===== src/rtl/pipeline_hazard_ctrl_pkg.sv =====
// Shared types and constants for the pipeline hazard controller and its helpers.
package hazard_pkg;

   typedef enum logic [1:0] {
      RUN,
      MEMWAIT,
      DRAIN,
      HALTED
   } hz_state_t;

   typedef struct packed {
      logic en;
      logic flush;
   } stage_ctrl_t;

   localparam logic [4:0] REG_ZERO = 5'd0;

   localparam stage_ctrl_t SC_HOLD  = '{en: 1'b0, flush: 1'b0};
   localparam stage_ctrl_t SC_PASS  = '{en: 1'b1, flush: 1'b0};
   localparam stage_ctrl_t SC_SQUASH_IN = '{en: 1'b0, flush: 1'b1};
   // idex needs both en and flush set so the bubble is actually captured
   localparam stage_ctrl_t SC_BUBBLE = '{en: 1'b1, flush: 1'b1};

   function automatic logic reg_match(input logic [4:0] dst, input logic [4:0] src);
      return (dst != REG_ZERO) && (dst == src);
   endfunction

endpackage


===== src/rtl/pipeline_hazard_ctrl_if.sv =====
// Hazard inputs from the datapath and pipeline-register controls back to it.
interface pipeline_hazard_ctrl_if #(
   parameter int unsigned CNT_W = 32
);
   logic             ihit;
   logic             dhit;
   logic             dREN_MEM;
   logic             dWEN_MEM;
   logic             memtoReg_EX;
   logic [4:0]       rt_EX;
   logic [4:0]       rs_ID;
   logic [4:0]       rt_ID;
   logic             redirect_EX;
   logic             halt_EX;

   logic             pc_en;
   logic             ifid_en;
   logic             ifid_flush;
   logic             idex_en;
   logic             idex_flush;
   logic             exmem_en;
   logic             exmem_flush;
   logic             memwb_en;
   logic             halted;
   logic [CNT_W-1:0] stall_cnt;

   modport master (
      output ihit, dhit, dREN_MEM, dWEN_MEM, memtoReg_EX,
             rt_EX, rs_ID, rt_ID, redirect_EX, halt_EX,
      input  pc_en, ifid_en, ifid_flush, idex_en, idex_flush,
             exmem_en, exmem_flush, memwb_en, halted, stall_cnt
   );

   modport slave (
      input  ihit, dhit, dREN_MEM, dWEN_MEM, memtoReg_EX,
             rt_EX, rs_ID, rt_ID, redirect_EX, halt_EX,
      output pc_en, ifid_en, ifid_flush, idex_en, idex_flush,
             exmem_en, exmem_flush, memwb_en, halted, stall_cnt
   );

endinterface


===== src/rtl/pipeline_hazard_ctrl_load_use_detect.sv =====
// Combinational load-use detector: a load in EX whose destination feeds ID.
module load_use_detect
   import hazard_pkg::*;
(
   input  logic       memtoReg_EX,
   input  logic [4:0] rt_EX,
   input  logic [4:0] rs_ID,
   input  logic [4:0] rt_ID,
   output logic       load_use
);

   always_comb begin
      load_use = memtoReg_EX &&
                 (reg_match(rt_EX, rs_ID) || reg_match(rt_EX, rt_ID));
   end

endmodule


===== src/rtl/pipeline_hazard_ctrl.sv =====
// Pipeline stall/flush controller: load-use, redirect, memory wait and halt drain.
module pipeline_hazard_ctrl
   import hazard_pkg::*;
#(
   parameter int unsigned DRAIN_CYCLES = 2,
   parameter int unsigned CNT_W        = 32
) (
   input  logic                   CLK,
   input  logic                   nRST,
   pipeline_hazard_ctrl_if.slave  hz
);

   localparam int unsigned DW = (DRAIN_CYCLES > 1) ? $clog2(DRAIN_CYCLES) : 1;

   hz_state_t        state, next_state;
   logic [DW-1:0]    drain_cnt, drain_nxt;
   logic [CNT_W-1:0] stall_cnt_r;

   logic        dwait;
   logic        load_use;
   logic        pc_en;
   logic        halted_o;
   logic        memwb_en;
   stage_ctrl_t ifid, idex, exmem;

   load_use_detect u_load_use (
      .memtoReg_EX (hz.memtoReg_EX),
      .rt_EX       (hz.rt_EX),
      .rs_ID       (hz.rs_ID),
      .rt_ID       (hz.rt_ID),
      .load_use    (load_use)
   );

   always_ff @(posedge CLK or negedge nRST) begin
      if (!nRST) begin
         state     <= RUN;
         drain_cnt <= '0;
      end else begin
         state     <= next_state;
         drain_cnt <= drain_nxt;
      end
   end

   always_comb begin
      next_state = state;
      drain_nxt  = drain_cnt;
      pc_en      = 1'b0;
      ifid       = SC_HOLD;
      idex       = SC_HOLD;
      exmem      = SC_HOLD;
      memwb_en   = 1'b0;
      halted_o   = 1'b0;
      dwait      = (hz.dREN_MEM | hz.dWEN_MEM) & ~hz.dhit;

      if (nRST) begin
         case (state)
            HALTED: begin
               halted_o = 1'b1;
            end

            // a memory wait inside DRAIN freezes without leaving DRAIN
            DRAIN: begin
               if (!dwait) begin
                  ifid     = SC_SQUASH_IN;
                  idex     = SC_BUBBLE;
                  exmem    = SC_PASS;
                  memwb_en = 1'b1;
                  if (drain_cnt <= DW'(1)) begin
                     next_state = HALTED;
                     drain_nxt  = '0;
                  end else begin
                     drain_nxt = drain_cnt - DW'(1);
                  end
               end
            end

            default: begin
               if (dwait) begin
                  next_state = MEMWAIT;
               end else begin
                  next_state = RUN;
                  exmem      = SC_PASS;
                  memwb_en   = 1'b1;
                  // the halt cycle itself counts as the first drain cycle
                  if (hz.halt_EX) begin
                     ifid = SC_SQUASH_IN;
                     idex = SC_BUBBLE;
                     if (DRAIN_CYCLES <= 1) begin
                        next_state = HALTED;
                     end else begin
                        next_state = DRAIN;
                        drain_nxt  = DW'(DRAIN_CYCLES - 1);
                     end
                  end else if (hz.redirect_EX) begin
                     pc_en = 1'b1;
                     ifid  = SC_SQUASH_IN;
                     idex  = SC_BUBBLE;
                  end else if (load_use || !hz.ihit) begin
                     ifid = SC_HOLD;
                     idex = SC_BUBBLE;
                  end else begin
                     pc_en = 1'b1;
                     ifid  = SC_PASS;
                     idex  = SC_PASS;
                  end
               end
            end
         endcase
      end
   end

   always_ff @(posedge CLK or negedge nRST) begin
      if (!nRST) begin
         stall_cnt_r <= '0;
      end else if (!pc_en && (state != HALTED) && (stall_cnt_r != '1)) begin
         stall_cnt_r <= stall_cnt_r + CNT_W'(1);
      end
   end

   assign hz.pc_en       = pc_en;
   assign hz.ifid_en     = ifid.en;
   assign hz.ifid_flush  = ifid.flush;
   assign hz.idex_en     = idex.en;
   assign hz.idex_flush  = idex.flush;
   assign hz.exmem_en    = exmem.en;
   assign hz.exmem_flush = exmem.flush;
   assign hz.memwb_en    = memwb_en;
   assign hz.halted      = halted_o;
   assign hz.stall_cnt   = stall_cnt_r;

endmodule

===== src/flat_wrapper.sv =====
// flat-port wrapper written by rule: the top's interface ports become plain ports
module pipeline_hazard_ctrl_flat import hazard_pkg::*;
#(
   parameter int unsigned DRAIN_CYCLES = 2,
   parameter int unsigned CNT_W        = 32
)
  (CLK, nRST, hz_ihit, hz_dhit, hz_dREN_MEM, hz_dWEN_MEM, hz_memtoReg_EX, hz_rt_EX, hz_rs_ID, hz_rt_ID, hz_redirect_EX, hz_halt_EX, hz_pc_en, hz_ifid_en, hz_ifid_flush, hz_idex_en, hz_idex_flush, hz_exmem_en, hz_exmem_flush, hz_memwb_en, hz_halted, hz_stall_cnt);
  pipeline_hazard_ctrl_if #(.CNT_W(CNT_W)) hz_i ();
  input  logic CLK;
  input  logic nRST;
  input wire logic [$bits(hz_i.ihit)-1:0] hz_ihit;
  input wire logic [$bits(hz_i.dhit)-1:0] hz_dhit;
  input wire logic [$bits(hz_i.dREN_MEM)-1:0] hz_dREN_MEM;
  input wire logic [$bits(hz_i.dWEN_MEM)-1:0] hz_dWEN_MEM;
  input wire logic [$bits(hz_i.memtoReg_EX)-1:0] hz_memtoReg_EX;
  input wire logic [$bits(hz_i.rt_EX)-1:0] hz_rt_EX;
  input wire logic [$bits(hz_i.rs_ID)-1:0] hz_rs_ID;
  input wire logic [$bits(hz_i.rt_ID)-1:0] hz_rt_ID;
  input wire logic [$bits(hz_i.redirect_EX)-1:0] hz_redirect_EX;
  input wire logic [$bits(hz_i.halt_EX)-1:0] hz_halt_EX;
  output wire logic [$bits(hz_i.pc_en)-1:0] hz_pc_en;
  output wire logic [$bits(hz_i.ifid_en)-1:0] hz_ifid_en;
  output wire logic [$bits(hz_i.ifid_flush)-1:0] hz_ifid_flush;
  output wire logic [$bits(hz_i.idex_en)-1:0] hz_idex_en;
  output wire logic [$bits(hz_i.idex_flush)-1:0] hz_idex_flush;
  output wire logic [$bits(hz_i.exmem_en)-1:0] hz_exmem_en;
  output wire logic [$bits(hz_i.exmem_flush)-1:0] hz_exmem_flush;
  output wire logic [$bits(hz_i.memwb_en)-1:0] hz_memwb_en;
  output wire logic [$bits(hz_i.halted)-1:0] hz_halted;
  output wire logic [$bits(hz_i.stall_cnt)-1:0] hz_stall_cnt;
  assign hz_i.ihit = hz_ihit;
  assign hz_i.dhit = hz_dhit;
  assign hz_i.dREN_MEM = hz_dREN_MEM;
  assign hz_i.dWEN_MEM = hz_dWEN_MEM;
  assign hz_i.memtoReg_EX = hz_memtoReg_EX;
  assign hz_i.rt_EX = hz_rt_EX;
  assign hz_i.rs_ID = hz_rs_ID;
  assign hz_i.rt_ID = hz_rt_ID;
  assign hz_i.redirect_EX = hz_redirect_EX;
  assign hz_i.halt_EX = hz_halt_EX;
  assign hz_pc_en = hz_i.pc_en;
  assign hz_ifid_en = hz_i.ifid_en;
  assign hz_ifid_flush = hz_i.ifid_flush;
  assign hz_idex_en = hz_i.idex_en;
  assign hz_idex_flush = hz_i.idex_flush;
  assign hz_exmem_en = hz_i.exmem_en;
  assign hz_exmem_flush = hz_i.exmem_flush;
  assign hz_memwb_en = hz_i.memwb_en;
  assign hz_halted = hz_i.halted;
  assign hz_stall_cnt = hz_i.stall_cnt;
  pipeline_hazard_ctrl #(.DRAIN_CYCLES(DRAIN_CYCLES), .CNT_W(CNT_W)) u_core (.CLK(CLK), .nRST(nRST), .hz(hz_i));
endmodule

===== config.mk =====
export PLATFORM = sky130hd
export DESIGN_NAME = pipeline_hazard_ctrl_flat
export DESIGN_NICKNAME = d
export VERILOG_FILES = /design/src/rtl/pipeline_hazard_ctrl_pkg.sv /design/src/rtl/pipeline_hazard_ctrl_if.sv /design/src/rtl/pipeline_hazard_ctrl_load_use_detect.sv /design/src/rtl/pipeline_hazard_ctrl.sv /design/src/flat_wrapper.sv
export SDC_FILE = /design/constraint.sdc
export NUM_CORES = 1
export LEC_CHECK = 0
export CAP_MARGIN = 5
export CORE_MARGIN = 2
export CORE_UTILIZATION = 29
export CTS_BUF_LIST = sky130_fd_sc_hd__clkbuf_8
export CTS_CLUSTER_DIAMETER = 100
export DETAILED_ROUTE_END_ITERATION = 7
export PLACE_DENSITY = 0.66
export SLEW_MARGIN = 5
export SYNTH_ARGS = -nofsm -noshare
export SYNTH_HDL_FRONTEND = slang
export SYNTH_SLANG_ARGS = --single-unit

===== constraint.sdc =====
create_clock -name CLK -period 2 [get_ports CLK]
set_clock_uncertainty 0.05 [all_clocks]
set_input_delay 0.2 -clock CLK [delete_from_list [all_inputs] [get_ports CLK]]
set_output_delay 0.2 -clock CLK [all_outputs]
set_load 0.05 [all_outputs]

==> results of run 1 <==
[flip-flops by register name (all words and copies together), names as in the netlist]
name,flops
u_core.hz.stall_cnt,32
u_core.state,2
[worst max-delay path by stage]
stage                                                  start                                  to  slack, ps
after detailed placement                         hz_rt_EX[1]                       hz_idex_flush       -550
after global routing                             hz_rt_EX[3]                       hz_idex_flush        -90
after global placement                           hz_rt_EX[1]                       hz_idex_flush       -540
after CTS                                        hz_rt_EX[1]                       hz_idex_flush       -170
after floorplan           u_core.hz.stall_cnt[0]$_DFFE_PN0P_  u_core.hz.stall_cnt[1]$_DFFE_PN0P_       -160
final                                            hz_rt_EX[3]                       hz_idex_flush        -50
[layout by cell type (no fill, tap or decap), types with 2 or more instances in the layout]
cell type,synthesis,final
sky130_fd_sc_hd__nand2_1,15,15
sky130_fd_sc_hd__clkdlybuf4s50_1,0,40
sky130_fd_sc_hd__nor3_1,10,9
sky130_fd_sc_hd__and2_4,0,2
sky130_fd_sc_hd__dlygate4sd2_1,0,10
sky130_fd_sc_hd__and4_1,2,2
sky130_fd_sc_hd__dfrtp_2,0,18
sky130_fd_sc_hd__inv_1,4,4
sky130_fd_sc_hd__nand4_1,20,20
sky130_fd_sc_hd__nand3_1,11,11
sky130_fd_sc_hd__buf_12,0,10
sky130_fd_sc_hd__nor2_1,12,11
sky130_fd_sc_hd__xnor2_1,31,31
sky130_fd_sc_hd__dfrtp_1,34,16
sky130_fd_sc_hd__xor2_1,10,9
sky130_fd_sc_hd__buf_2,6,2
sky130_fd_sc_hd__clkbuf_8,0,8
sky130_fd_sc_hd__or4_4,1,2
sky130_fd_sc_hd__and3_1,12,12
sky130_fd_sc_hd__a21oi_1,4,3
sky130_fd_sc_hd__buf_4,2,45
[layout make-up]
| cell class | instances | area, sq um | area share |
|---|---|---|---|
| multi-input combinational | 154 | 1135 | 0.3412 |
| timing repair buffer | 111 | 1092 | 0.3284 |
| sequential | 34 | 873.3 | 0.2626 |
| clock buffer | 8 | 110.1 | 0.03311 |
| tap | 80 | 100.1 | 0.03010 |
| inverter | 4 | 15.01 | 0.004515 |
[cells by family (layout without fill, tap and decap cells)]
| logic type | after synthesis | in the layout |
|---|---|---|
| adder cells (fa/ha/maj) | 1 | 1 |
| multiplexers | 1 | 1 |
| AO/OA/AOI/OAI | 13 | 13 |
| flip-flops | 34 | 34 |
| XOR/XNOR | 41 | 41 |
| buffers and inverters | 13 | 123 |
| other | 1 | 1 |
| AND/OR/NAND/NOR | 97 | 97 |
[power groups by stage]
stage               Combinational (uW)  Clock (uW)  Sequential, uW
global route                       456         646             779
detailed placement                 430           0             788
finish                             429         598             775
global placement                   424           0             786
floorplan                          132           0             898
CTS                                427         608             774
[stage by stage]
stage / instance area [sq um] / worst slack, ps
2_1_floorplan: 2068 / -156.6
3_3_place_gp: 3158 / -535.0
3_5_place_dp: 3158 / -554.8
4_1_cts: 3266 / -168.4
5_1_grt: 3326 / -94.24
6_report: 3326 / -54.40
[metal layers]
metal  up-vias  GRT usage
li1        928          -
met1       888     0.1904
met2        48     0.2406
met3         6    0.04095
met4         0    0.04261
met5         -          0
[worst max-delay path: cells and delay by family]
kind,cells,cell delay (ps)
buffers and inverters,2,230
AND/OR/NAND/NOR,3,1130
AO/OA/AOI/OAI,2,240
[timing repair]
item,CTS,global route
gates resized for setup,32,5
endpoints found under the setup margin,32,17
gates cloned,0,1
buffers inserted,2,3
pin swaps,16,11
==> results.txt, run 1 <==
The pin count of the biggest net entering global routing came out at 37. The maximum clock path buffer count is 2. The floorplan die width came out at 86.51 um. At the pin with the least slew margin, the transition time is 520.9 ps. The clock tree synthesis step divided the H-tree into 2 levels. The detailed router finished its first iteration with 86 violations.

The internal power is 1263 uW. Across the run, the number of max-cap violations was 0. The final reports fail on setup timing. After detailed routing, the average wire length per cell comes to 13.53 um. Clock latency on the worst-skew pair, taken at its later pin, is 290 ps. The average cell area after synthesis came out at 9.823 sq um. The HPWL after detailed placement is 4031 um.

The detailed-routing wirelength on met1 came out at 2286 um. The number of failing hold endpoints at the final stage is 0. The most numerous cell in the Yosys netlist is sky130_fd_sc_hd__dfrtp_1. 0 antenna diodes ended up in the layout. The mux cell area share after synthesis is 0.005703. After synthesis, the cell types taking the most area are sky130_fd_sc_hd__dfrtp_1 43%, sky130_fd_sc_hd__xnor2_1 14%, sky130_fd_sc_hd__nand4_1 6.3%.

Setup violations remaining at the end of the flow were counted as 2. The proportion of power drawn by combinational gates came out at 0.238. The number of max-slew violations in the final report is 0. The total power divided by cell area came out at 541.7 nW/um^2. The reg-to-reg setup timing slack came out at 120 ps. The number of clock sinks seen by CTS is 34. Wire segments on met2 add up to 2664 um in the final route. The summed negative setup slack over all endpoints is -96.24 ps. Of the total synthesized cell area, the portion taken by full adders, half adders and majority gates is 0.006337. The required time of the critical path is 1750 ps. For this configuration, the core starts out at a cell density of 0.2955. The first-pass GRT wire length is 8652 um. The worst register-to-register path ends at u_core.hz.stall_cnt[6]$_DFFE_PN0P_. The minimum setup slack in the final design came out at -54.40 ps.

The biggest fanout along the worst timing path is 2. The count of hold-fix buffers inserted at cts came out at 0. The count of warnings emitted by yosys came out at 0. Of the total synthesized cell area, the portion taken by AND, OR, NAND and NOR gates is 0.2826.

Summing internal, switching and leakage power gives 1802 uW. The number of detailed-route iterations in the first pass is 4. The final core utilization came out at 0.4978. The synthesized-area fraction occupied by xor and xnor cells came out at 0.1819. The final RePlAce weighted congestion came out at 0.7389.

In this run, CTS created clock tree buffers numbering 5. Of the available clock period, the critical path in the final layout requires 1.027. The delay contributed by the slowest stage of the critical path is 530 ps. The wire length reported by the detailed router is 5292 um.

In this run the critical register-to-register path is launched from u_core.hz.stall_cnt[12]$_DFFE_PN0P_. The standard cell core area came out at 6681 sq um. Of all flip-flops after synthesis, the portion carrying an async set or reset was 1.000. For this run, the leading register cell type out of synthesis is sky130_fd_sc_hd__dfrtp_1. The number of global-route vias before repair came out at 1825.

The upper clock frequency limit came out at 486.8 MHz. The die height came out at 86.51 um. Ranked by instance count, the synthesized netlist is headed by 34 x sky130_fd_sc_hd__dfrtp_1, 31 x sky130_fd_sc_hd__xnor2_1, 20 x sky130_fd_sc_hd__nand4_1. The number of library cell types mapped by synthesis came out at 39. Synthesis produced a netlist whose cell count is 201.

After synthesis, the largest family of logic cells by area is simple AND/OR/NAND/NOR gates. The synthesized design contains 0 enable-type register cells. The total global-route track usage is 0.1471. Synthesis inferred 34 register bits.

The die covers 7484 sq um. The slowest stage of the critical path belongs to the cell sky130_fd_sc_hd__or4_4. The global route total overflow is 0. Of all cell types, the one taking the most synthesized area is sky130_fd_sc_hd__dfrtp_1. The mapped netlist covers 1974 sq um.

The highest metal layer used by the detailed router is met4. The leakage power figure came out at 0.001370 uW. The path class of the lowest-slack min-delay path is in -> async. The final critical-path required period is 2054 ps. The most frequent cell on the critical path is sky130_fd_sc_hd__or4_4. The clock network power share came out at 0.332. Setup repair after global routing could not meet its margin everywhere.

The arrival time at the worst endpoint came out at 1800 ps. The sequential area share after synthesis came out at 0.4309. In this run the remaining antenna-violating nets after routing total 0. The placed instance count is 377. The clock transition time at the flip-flop clock pins of the worst setup and hold paths came out at 70 ps. The worst-case reg-to-reg path depth is 6. The final net count came out at 335. Headroom to the max-slew limit came out at 0.6516. The area growth from synthesis to layout is 68.44%. The fraction of the mapped netlist area in compound gates came out at 0.05830.

The critical path class is in -> out. After detailed routing, the met3 layer carries 270 um of wire. The switching power share of the total is 0.2989.

Input and output buffers added on the ports amount to 63. The total I/O pin count came out at 65. TritonCTS built the clock tree. The critical path goes through buf_6, or4_4, o21ai_4, o21ai_2, or4_4, and2_4, buf_12. The critical path startpoint category is an input port. The DRC violation count after routing came out at 0. Of the cells placed in the final design, the portion with a size suffix greater than 1 is 0.3473. The number of standard cells in the final layout excluding fillers is 391. The via density per instance is 4.783.

The worst setup path is captured at a primary output. The number of nets in the synthesized netlist is 226. The cell sitting at the root of the clock tree is a sky130_fd_sc_hd__clkbuf_8. The reported net switching power is 538.4 uW. The maximum vdd drop came out at 0.2075 mV. The smallest hold slack came out at 345.0 ps. The number of antenna violations at the first check in global routing came out at 0. The flow ran to the end, but the final reports show violations.

The sequential cell fraction of total power came out at 0.430. The final route contains 1870 vias. The fraction of post-synthesis cell area in the top cell type by area is 0.4309. The total number of placement rows is 30.

The number of filler cells placed in the layout came out at 647.
No activity file was read; power rests on OpenSTA's default activity.
==> run 2: changes to the inputs <==
--- a/config.mk
+++ b/config.mk
@@ -5,13 +5,15 @@
 export SDC_FILE = /design/constraint.sdc
 export NUM_CORES = 1
 export LEC_CHECK = 0
+export ABC_AREA = 1
 export CAP_MARGIN = 5
 export CORE_MARGIN = 2
-export CORE_UTILIZATION = 29
+export CORE_UTILIZATION = 38
 export CTS_BUF_LIST = sky130_fd_sc_hd__clkbuf_8
 export CTS_CLUSTER_DIAMETER = 100
 export DETAILED_ROUTE_END_ITERATION = 7
-export PLACE_DENSITY = 0.66
+export GPL_ROUTABILITY_DRIVEN = 0
+export PLACE_DENSITY = 0.76
 export SLEW_MARGIN = 5
 export SYNTH_ARGS = -nofsm -noshare
 export SYNTH_HDL_FRONTEND = slang
==> results.txt, run 2 <==
During I/O placement, the number of pins put on the boundary was 65. The via density per instance is 4.941. The number of endpoints failing setup at the final stage came out at 0. Across every metal layer, demand over resource in global routing totals 0.1815. The die height came out at 86.34 um. The remaining max-slew budget at the tightest pin came out at 0.6457.

The leakage power figure is 0.001757 uW. The initial DRC count came out at 164. The share of the cycle needed by the critical path after routing is 0.9303.

The first global-routing pass estimated 10900 um of wire. The area occupied by registers is 853.3 sq um. At the pin with the least slew margin, the transition time is 529.8 ps. The most common library cell in the layout ignoring fill and taps is sky130_fd_sc_hd__nand2_1. The arrival time at the worst endpoint came out at 1610 ps.

TritonCTS built the clock tree. Summing all multi-input logic gate instances after layout gives 1401 sq um. The met2 capacity usage during global routing came out at 0.3091. By instance count, the leading cell after synthesis is sky130_fd_sc_hd__nand2_1.

The final antenna-violating net count came out at 0. For this run, the number of Yosys warnings is 0. The share of post-route cells with drive strength above 1 is 0.1638. Summing every instance area after synthesis gives 2576 sq um. The filler cells instantiated in the layout total 632. By startpoint and endpoint, the worst setup path is classified as in -> out. The biggest area contributor in the post-synthesis netlist is sky130_fd_sc_hd__dfrtp_1.

Once layout is complete, the utilization of the core stands at 0.5438. The CTS H-tree depth came out at 2. The number of global-route vias before repair is 2494. The total number of placement rows is 30. The insertion delay to the later sink of the worst-skew pair came out at 290 ps. The synthesized design contains 0 enable-type register cells.

Synthesis produced a netlist with a net count of 414. The area enclosed by the die boundary came out at 7454 sq um. The most used flip-flop cell after synthesis is sky130_fd_sc_hd__dfrtp_1. The wire length reported by the detailed router is 6529 um.

The final net count came out at 488. STA classifies the critical path endpoint as a primary output. The biggest fanout along the worst timing path came out at 2. The DRC violation count after routing is 0. The number of library cell types mapped by synthesis came out at 27. In this run the horizontal extent of the chip is 86.34 um. In the layout the commonest cells are 122 x sky130_fd_sc_hd__nand2_1, 59 x sky130_fd_sc_hd__inv_1, 50 x sky130_fd_sc_hd__clkdlybuf4s50_1, 37 x sky130_fd_sc_hd__nand4_1, 35 x sky130_fd_sc_hd__nand3_1. The register with the most flip-flops in the layout has 32 of them.

The flow ran to the end, and the final reports show no timing, DRC or antenna violations. The gate count of the mapped netlist came out at 389. The number of failing hold endpoints at the final stage was 0. The initial utilization of the core area, before any placement, comes to 0.3856. The HPWL after detailed placement came out at 5115 um. The number of violations of the max-capacitance limit is 0.

After clock tree synthesis, the clock-pin slew on the worst setup and hold paths is 70 ps. The total CTS buffers came out at 5. The average instance in the mapped netlist occupies 6.623 sq um. The number of detailed-route iterations in the first pass is 4. The smallest hold slack is 396.3 ps.

The routing usage on met1 is 0.2295. Setup slack closes at 139.3 ps. The total overflow left after global routing is 0. After synthesis, the most frequently instantiated cells are 124 x sky130_fd_sc_hd__nand2_1, 57 x sky130_fd_sc_hd__inv_1, 37 x sky130_fd_sc_hd__nand4_1. The diode insertion count for antenna repair came out at 0. The count of port buffers added during placement came out at 63. The worst setup slack after placement came out at -107.8 ps. The post-synthesis to final-layout area growth came out at 41.04%. The path class of the lowest-slack min-delay path is in -> async.

The number of antenna violations at the first check in global routing is 0. The number of clock sinks seen by CTS is 34. The final critical-path required period is 1861 ps. In this run the standard cell core region covers 6681 sq um.

The count of vias placed by the detailed router came out at 2688. The number of max-slew violations in the final report was 0. In the global route stage, met3 resource usage came out at 0.03714. The routed wirelength normalized by instance count is 12.00 um. In this run the deepest clock path goes through 2 buffers.

Entering global routing, the biggest net connects 31 pins. Of the synthesized area, sequential elements account for 0.3303. The flop and latch count out of synthesis is 34. STA classifies the critical path startpoint as an input port. At the worst endpoint, the required time is 1750 ps.

Clock tree synthesis selected as its root buffer the cell sky130_fd_sc_hd__clkbuf_8. The maximum vdd drop is 0.6956 mV. met2 is the most crowded layer.

The fraction of post-synthesis cell area in the top cell type by area came out at 0.3303. The upper clock frequency limit came out at 537.4 MHz. The share of synthesized flip-flops with an asynchronous set or reset is 1.000. In the post-synthesis netlist, the biggest area contributors are sky130_fd_sc_hd__dfrtp_1 33%, sky130_fd_sc_hd__nand2_1 18%, sky130_fd_sc_hd__nand4_1 9.0%. Dividing total power by cell area gives a power density of 647.8 nW/um^2.
## run 2: power breakdown
group | internal, uW | total (uW) | leakage (uW) | switching [uW]
Sequential | 752 | 834 | 0.000460 | 81.9
Combinational | 335 | 894 | 0.00124 | 560
Clock | 363 | 626 | 0.0000607 | 263
## run 2: cell families after synthesis
logic type / synth area share
AO/OA/AOI/OAI: 0.009712
adder cells (fa/ha/maj): 0.004856
flip-flops: 0.3303
AND/OR/NAND/NOR: 0.4823
buffers and inverters: 0.1408
XOR/XNOR: 0.03060
other: 0.001456
## run 2: path summary, 6_finish.rpt
| kind | startpoint | endpoint | slack (ps) | cells after the start |
|---|---|---|---|---|
| min in group CLK | u_core.hz.stall_cnt[1]$_DFFE_PN0P_ | u_core.hz.stall_cnt[1]$_DFFE_PN0P_ | 470 | 2 |
| min | nRST | u_core.hz.stall_cnt[31]$_DFFE_PN0P_ | 400 | 3 |
| max in group asynchronous | nRST | u_core.hz.stall_cnt[0]$_DFFE_PN0P_ | 1280 | 3 |
| max reg2reg | u_core.hz.stall_cnt[0]$_DFFE_PN0P_ | u_core.hz.stall_cnt[30]$_DFFE_PN0P_ | 140 | 10 |
| min reg2reg | u_core.hz.stall_cnt[1]$_DFFE_PN0P_ | u_core.hz.stall_cnt[1]$_DFFE_PN0P_ | 470 | 2 |
| max | hz_rt_ID[2] | hz_pc_en | 140 | 14 |
## run 2: area by class of cell
class | instances | share of cell area
flip-flops and latches | 34 | 0.2348
multi-input cells | 269 | 0.3857
well taps | 80 | 0.02755
clock inverters | 3 | 0.01033
clock buffers | 5 | 0.01894
inverters | 71 | 0.07335
repair buffers | 82 | 0.2493
## run 2: per-layer routing
layer  routed length, um  vias to the layer above
met1                2973                     1220
met4                 144                        0
met3                 216                       16
met5                   0                        -
li1                    -                     1392
met2                3195                       60
## run 2: worst max-delay path, stage by stage
cell and delay [ps]:
sky130_fd_sc_hd__clkdlybuf4s50_1 490, sky130_fd_sc_hd__inv_1 50, sky130_fd_sc_hd__nand2_1 50, sky130_fd_sc_hd__nand2_1 40, sky130_fd_sc_hd__nor2_1 110, sky130_fd_sc_hd__nand3_1 90
sky130_fd_sc_hd__nand2_1 70, sky130_fd_sc_hd__nand2_1 60, sky130_fd_sc_hd__nand2_1 60, sky130_fd_sc_hd__nand2_1 50, sky130_fd_sc_hd__nand2_2 70, sky130_fd_sc_hd__buf_6 110
sky130_fd_sc_hd__inv_2 40, sky130_fd_sc_hd__buf_12 130
## run 2: through the flow
stage	power, uW	setup TNS, ps	area [sq um]	std cells
6_report	2354	0	3633	544
5_1_grt	2478	-6.335	3633	544
4_1_cts	2369	0	3563	542
3_5_place_dp	1730	-1788	3436	532
3_3_place_gp	1717	-933.4	3436	532
2_1_floorplan	1398	0	2586	389
## run 2: what timing repair did
item	CTS	global route
hold buffers	1	0
buffers inserted	1	2
setup endpoints to repair	1	16
resized for setup	1	13
cloned	0	0
hold endpoints to repair	34	0
